$ cat src/rtl/rf_wb_buffer.sv
`default_nettype none
// ============================================================================
// Module   : rf_wb_buffer
// Purpose  : In-order writeback FIFO in front of the single register-file
//            write port. It accepts results over valid/ready and drains one
//            per cycle when the port is free. A two-port bypass returns the
//            youngest pending value for a register.
// Revision : 1.0 - initial release
// ============================================================================
module rf_wb_buffer #(
  parameter int A_WIDTH = 5,
  parameter int D_WIDTH = 32,
  parameter int DEPTH   = 4
) (
  input  logic                     clk,
  input  logic                     rst_n,
  input  logic                     in_valid,
  output logic                     in_ready,
  input  logic [A_WIDTH-1:0]       in_ad,
  input  logic [D_WIDTH-1:0]       in_wd,
  input  logic                     port_busy,
  output logic                     we3,
  output logic [A_WIDTH-1:0]       ad3,
  output logic [D_WIDTH-1:0]       wd3,
  input  logic [A_WIDTH-1:0]       q1_ad,
  input  logic [A_WIDTH-1:0]       q2_ad,
  output logic                     q1_hit,
  output logic                     q2_hit,
  output logic [D_WIDTH-1:0]       q1_wd,
  output logic [D_WIDTH-1:0]       q2_wd,
  output logic [$clog2(DEPTH):0]   count,
  output logic                     empty
);

  localparam int PW = $clog2(DEPTH);
  localparam int CW = PW + 1;

  logic [A_WIDTH-1:0] mem_ad_q [DEPTH];
  logic [D_WIDTH-1:0] mem_wd_q [DEPTH];
  logic [PW-1:0]      wptr_q, wptr_d;
  logic [PW-1:0]      rptr_q, rptr_d;
  logic [CW-1:0]      count_q, count_d;

  logic               push_acc;
  logic               push;
  logic               pop;

  // Status and drain outputs come only from registered state and port_busy.
  assign empty    = (count_q == '0);
  assign in_ready = (count_q < CW'(DEPTH));
  assign count    = count_q;
  assign pop      = !empty && !port_busy;
  assign we3      = pop;
  assign ad3      = empty ? '0 : mem_ad_q[rptr_q];
  assign wd3      = empty ? '0 : mem_wd_q[rptr_q];

  // Writes to x0 are accepted by the handshake but never stored.
  assign push_acc = in_valid && in_ready;
  assign push     = push_acc && (in_ad != '0);

  // Next-state pointers and occupancy.
  always_comb begin
    wptr_d  = push ? wptr_q + PW'(1) : wptr_q;
    rptr_d  = pop  ? rptr_q + PW'(1) : rptr_q;
    count_d = count_q;
    if (push && !pop) begin
      count_d = count_q + CW'(1);
    end else if (!push && pop) begin
      count_d = count_q - CW'(1);
    end
  end

  // Pointer and counter state; pending entries are abandoned on reset.
  always_ff @(posedge clk or negedge rst_n) begin
    if (!rst_n) begin
      wptr_q  <= '0;
      rptr_q  <= '0;
      count_q <= '0;
    end else begin
      wptr_q  <= wptr_d;
      rptr_q  <= rptr_d;
      count_q <= count_d;
    end
  end

  // Entry storage; validity is tracked by the pointers so data is never reset.
  always_ff @(posedge clk) begin
    if (push) begin
      mem_ad_q[wptr_q] <= in_ad;
      mem_wd_q[wptr_q] <= in_wd;
    end
  end

  // Scan occupied entries oldest to youngest so the youngest match wins.
  function automatic logic [D_WIDTH:0] lookup(input logic [A_WIDTH-1:0] qa);
    logic [D_WIDTH:0] res;
    logic [PW-1:0]    idx;
    res = '0;
    for (int k = 0; k < DEPTH; k++) begin
      idx = rptr_q + PW'(k);
      if ((CW'(k) < count_q) && (qa != '0) && (mem_ad_q[idx] == qa)) begin
        res = {1'b1, mem_wd_q[idx]};
      end
    end
    return res;
  endfunction

  // Two independent bypass lookups.
  always_comb begin
    {q1_hit, q1_wd} = lookup(q1_ad);
    {q2_hit, q2_wd} = lookup(q2_ad);
  end

endmodule
`default_nettype wire
$ cat config.mk
export PLATFORM = sky130hd
export DESIGN_NAME = rf_wb_buffer
export DESIGN_NICKNAME = d
export VERILOG_FILES = /design/src/rtl/rf_wb_buffer.sv
export SDC_FILE = /design/constraint.sdc
export NUM_CORES = 1
export LEC_CHECK = 0
export ABC_AREA = 1
export CORE_MARGIN = 4
export CORE_UTILIZATION = 40
export CTS_CLUSTER_SIZE = 30
export DETAILED_ROUTE_END_ITERATION = 10
export PLACE_DENSITY = 0.69
export SLEW_MARGIN = 20
export SYNTH_ARGS = -nofsm -noshare
export SYNTH_HDL_FRONTEND = slang
export SYNTH_SLANG_ARGS = --single-unit
$ cat constraint.sdc
create_clock -name clk -period 2.95 [get_ports clk]
set_input_delay 0.295 -clock clk [delete_from_list [all_inputs] [get_ports clk]]
set_output_delay 0.295 -clock clk [all_outputs]
set_load 0.05 [all_outputs]
==> reports/qor.csv <==
stage;metric;value;unit
timing;Final Hold Fails;0;
timing;final count of pins violating max slew;0;
job;max-cap violation count;0;
routing;final antenna-violating net count;0;
routing;via/cell ratio;5.38;
cts;clk root buf;clkbuf_16;
logic_synthesis;post-synthesis simple-gate area fraction;0.380;
critical_path;crit path capture type;output pin;
status;violated checks;setup timing;
routing;met3 WL;3.26;mm
timing;fin crit share;1.05;
placed_design;routability congestion estimate;0.956;
die;Die X;182;um
routing;metal2 WL;19.0;mm
critical_path;R2R Setup Slk;830;ps
finish;Post-Layout Inst Area;15800;um2
global_route;first-pass GRT wire length;62.8;mm
die;core area;29800;um2
routing;uppermost routed layer;met5;
die;I/O pin count;160;
die;Rows;63;
placed_design;Post-DP Area;14200;um2
routing;# DRC;0;
logic_synthesis;Synth Cell Area;12200;um2
logic_synthesis;syn_area_per_cell;6.46;um2
cts;Clock Pin Slew Worst Setup and Hold Paths;70;ps
critical_path;Worst Path Required;2650;ps
finish;layout overhead on the synthesized area;30.1;%
global_route;initial antenna violation count;2;
global_route;largest net degree at the start of global routing;113;
timing;# setup viols final;65;
critical_path;reg2reg start;count[0]$_DFFE_PN0P_;
logic_synthesis;main combinational cell family by area after synthesis;simple AND/OR/NAND/NOR gates;
routing;Metal-1 WL;17.4;mm
placed_design;IO buf count;159;
critical_path;CP Max Fanout;17;
logic_synthesis;Post-Synthesis Cells;1885;
timing;slack of the critical path;-135;ps
routing;Routed WL per cell;17.0;um
finish;Final #Nets;2078;
timing;RSZ-0062 raised after global routing;yes;
finish;most common cell after layout, fill and taps aside;nand2_1;
logic_synthesis;Seq/Total Area, Yosys;0.379;
die;Die ar.;33300;um2
routing;1st-iter DRT viols;1363;
routing;vias;13040;
timing;clock skew;12.8;ps
status;status;complete, but fails checks;
logic_synthesis;Adder-Cell Fraction of Synth Area;0.00925;
logic_synthesis;register bit total from synthesis;155;
logic_synthesis;Syn Nets;1945;
critical_path;crit path launch type;flip-flop;
cts;Clock Sinks;155;
finish;most frequent cells in the layout;606 x nand2_1, 239 x nor2_1, 192 x o21ai_0;
routing;drt total wl;41.1;mm
logic_synthesis;unique cell type count in the Yosys netlist;31;
routing;Pre-antenna DRT Iters;6;
critical_path;Crit path arrival time;2790;ps
critical_path;Setup CP Type;reg2out;
critical_path;reg2reg path depth;11;
timing;Worst Tran Pin Value;578;ps
cts;CTS Buf Count;17;
placed_design;final HPWL from detailed placement;26.6;mm
finish;post-layout util;0.532;
placed_design;Setup Slack @ Placement;212;ps
critical_path;worst r2r dst;count[2]$_DFFE_PN0P_;
cts;htree depth;4;
global_route;number of global-route vias before repair;12106;
cts;clk buf depth;2;
timing;post-route minimum period;3090;ps
finish;share of cells above drive strength 1;0.168;
timing;f_max;324;MHz
cts;CTS tree;done;
global_route;All-Layer GR Usage;0.237;
cts;Clk Latency, worst-skew pair;440;ps
logic_synthesis;mux contribution to synthesized area;0;
die;Initial Util;0.409;
logic_synthesis;xor/xnor share of the synthesized area;0.00719;
worst_hold_path;Hold WC Path Type;in2async;
logic_synthesis;post-synthesis compound-gate area fraction;0.118;
die;die extent in y;182;um
global_route;grt ovf;0;
logic_synthesis;yosys warns;0;
timing;Worst slew margin;0.615;
==> cell usage after synthesis, drive strengths merged <==
master	number	area share
xnor2	1	0.00072
nor3	1	0.00041
or2	2	0.0010
and3	1	0.00051
o21a	1	0.00062
nand3	130	0.054
nor2b	1	0.00051
o21ai	277	0.11
ha	9	0.0093
edfxtp	148	0.37
nand2	658	0.20
xor2	9	0.0065
buf	95	0.044
clkbuf	34	0.010
inv	168	0.052
nand4	65	0.033
dfrtp	7	0.014
nor2	272	0.087
a21oi	6	0.0025
==> worst max-delay path by stage <==
stage	from	to	slack, ps	cells after the start
floorplan	count[2]$_DFFE_PN0P_	mem_ad_q[0][0]$_DFFE_PP_	-450	3
global placement	q2_ad[2]	q2_wd[20]	240	14
detailed placement	rptr_q[0]$_DFFE_PN0P_	q2_wd[1]	210	15
CTS	rptr_q[0]$_DFFE_PN0P_	q1_hit	-50	16
global route	rptr_q[0]$_DFFE_PN0P_	q1_wd[0]	-240	17
finish	rptr_q[0]$_DFFE_PN0P_	q1_wd[0]	-140	15
==> layer usage <==
| metal | GRT usage | up-vias |
|---|---|---|
| li1 | - | 6380 |
| met1 | 0.310 | 5919 |
| met2 | 0.389 | 624 |
| met3 | 0.0409 | 115 |
| met4 | 0.0982 | 2 |
| met5 | 0 | - |
==> timing repair <==
action,CTS,global route
gates cloned,6,4
setup buffers,6,4
resized for setup,158,60
hold buffers,0,0
pin swaps,4,2
endpoints found under the setup margin,66,67
==> state kept, by name (all words and copies together) (netlist names) <==
| signal | flops |
|---|---|
| count | 3 |
| mem_ad_q | 20 |
| mem_wd_q | 128 |
| rptr_q | 2 |
| wptr_q | 2 |
==> through the flow <==
stage,cells,setup TNS [ps],hold slack (ps)
2_1_floorplan,1885,-66110,-0.591
3_3_place_gp,2369,0,544
3_5_place_dp,2369,0,554
4_1_cts,2413,-556,155
5_1_grt,2421,-11650,168
6_report,2422,-3330,147
==> cells by family (layout without fill, tap and decap cells) <==
family                   Yosys count  in the layout
AO/OA/AOI/OAI                    284            284
XOR/XNOR                          10             10
adder cells (fa/ha/maj)            9              9
buffers and inverters            297            441
flip-flops                       155            155
other                              0              1
AND/OR/NAND/NOR                 1130           1132
==> area by class of cell <==
class                      count  area (um2)
inverter                     168         638
clock inverter                15         174
fill                        2779       14000
multi-input combinational   1435        6680
timing repair buffer         241        2810
sequential                   155        4630
tap                          390         488
antenna                        1        2.50
clock buffer                  17         425
==> worst max-delay path: stages (launching register included) <==
cell and delay [ps]:
dfrtp_4 550, inv_8 90, nand2_2 120, nand2_2 190, nand2_1 130, o21ai_4 100, nor2_1 60, nor2_1 150
nand2_1 110, nor2_4 160, buf_12 140, buf_12 150, nor2_1 70, nand2_1 80, nand2_2 80, buf_6 160
Power is not shown: default switching activity piles up to over one toggle a cycle in this logic, so the estimate is an artifact.
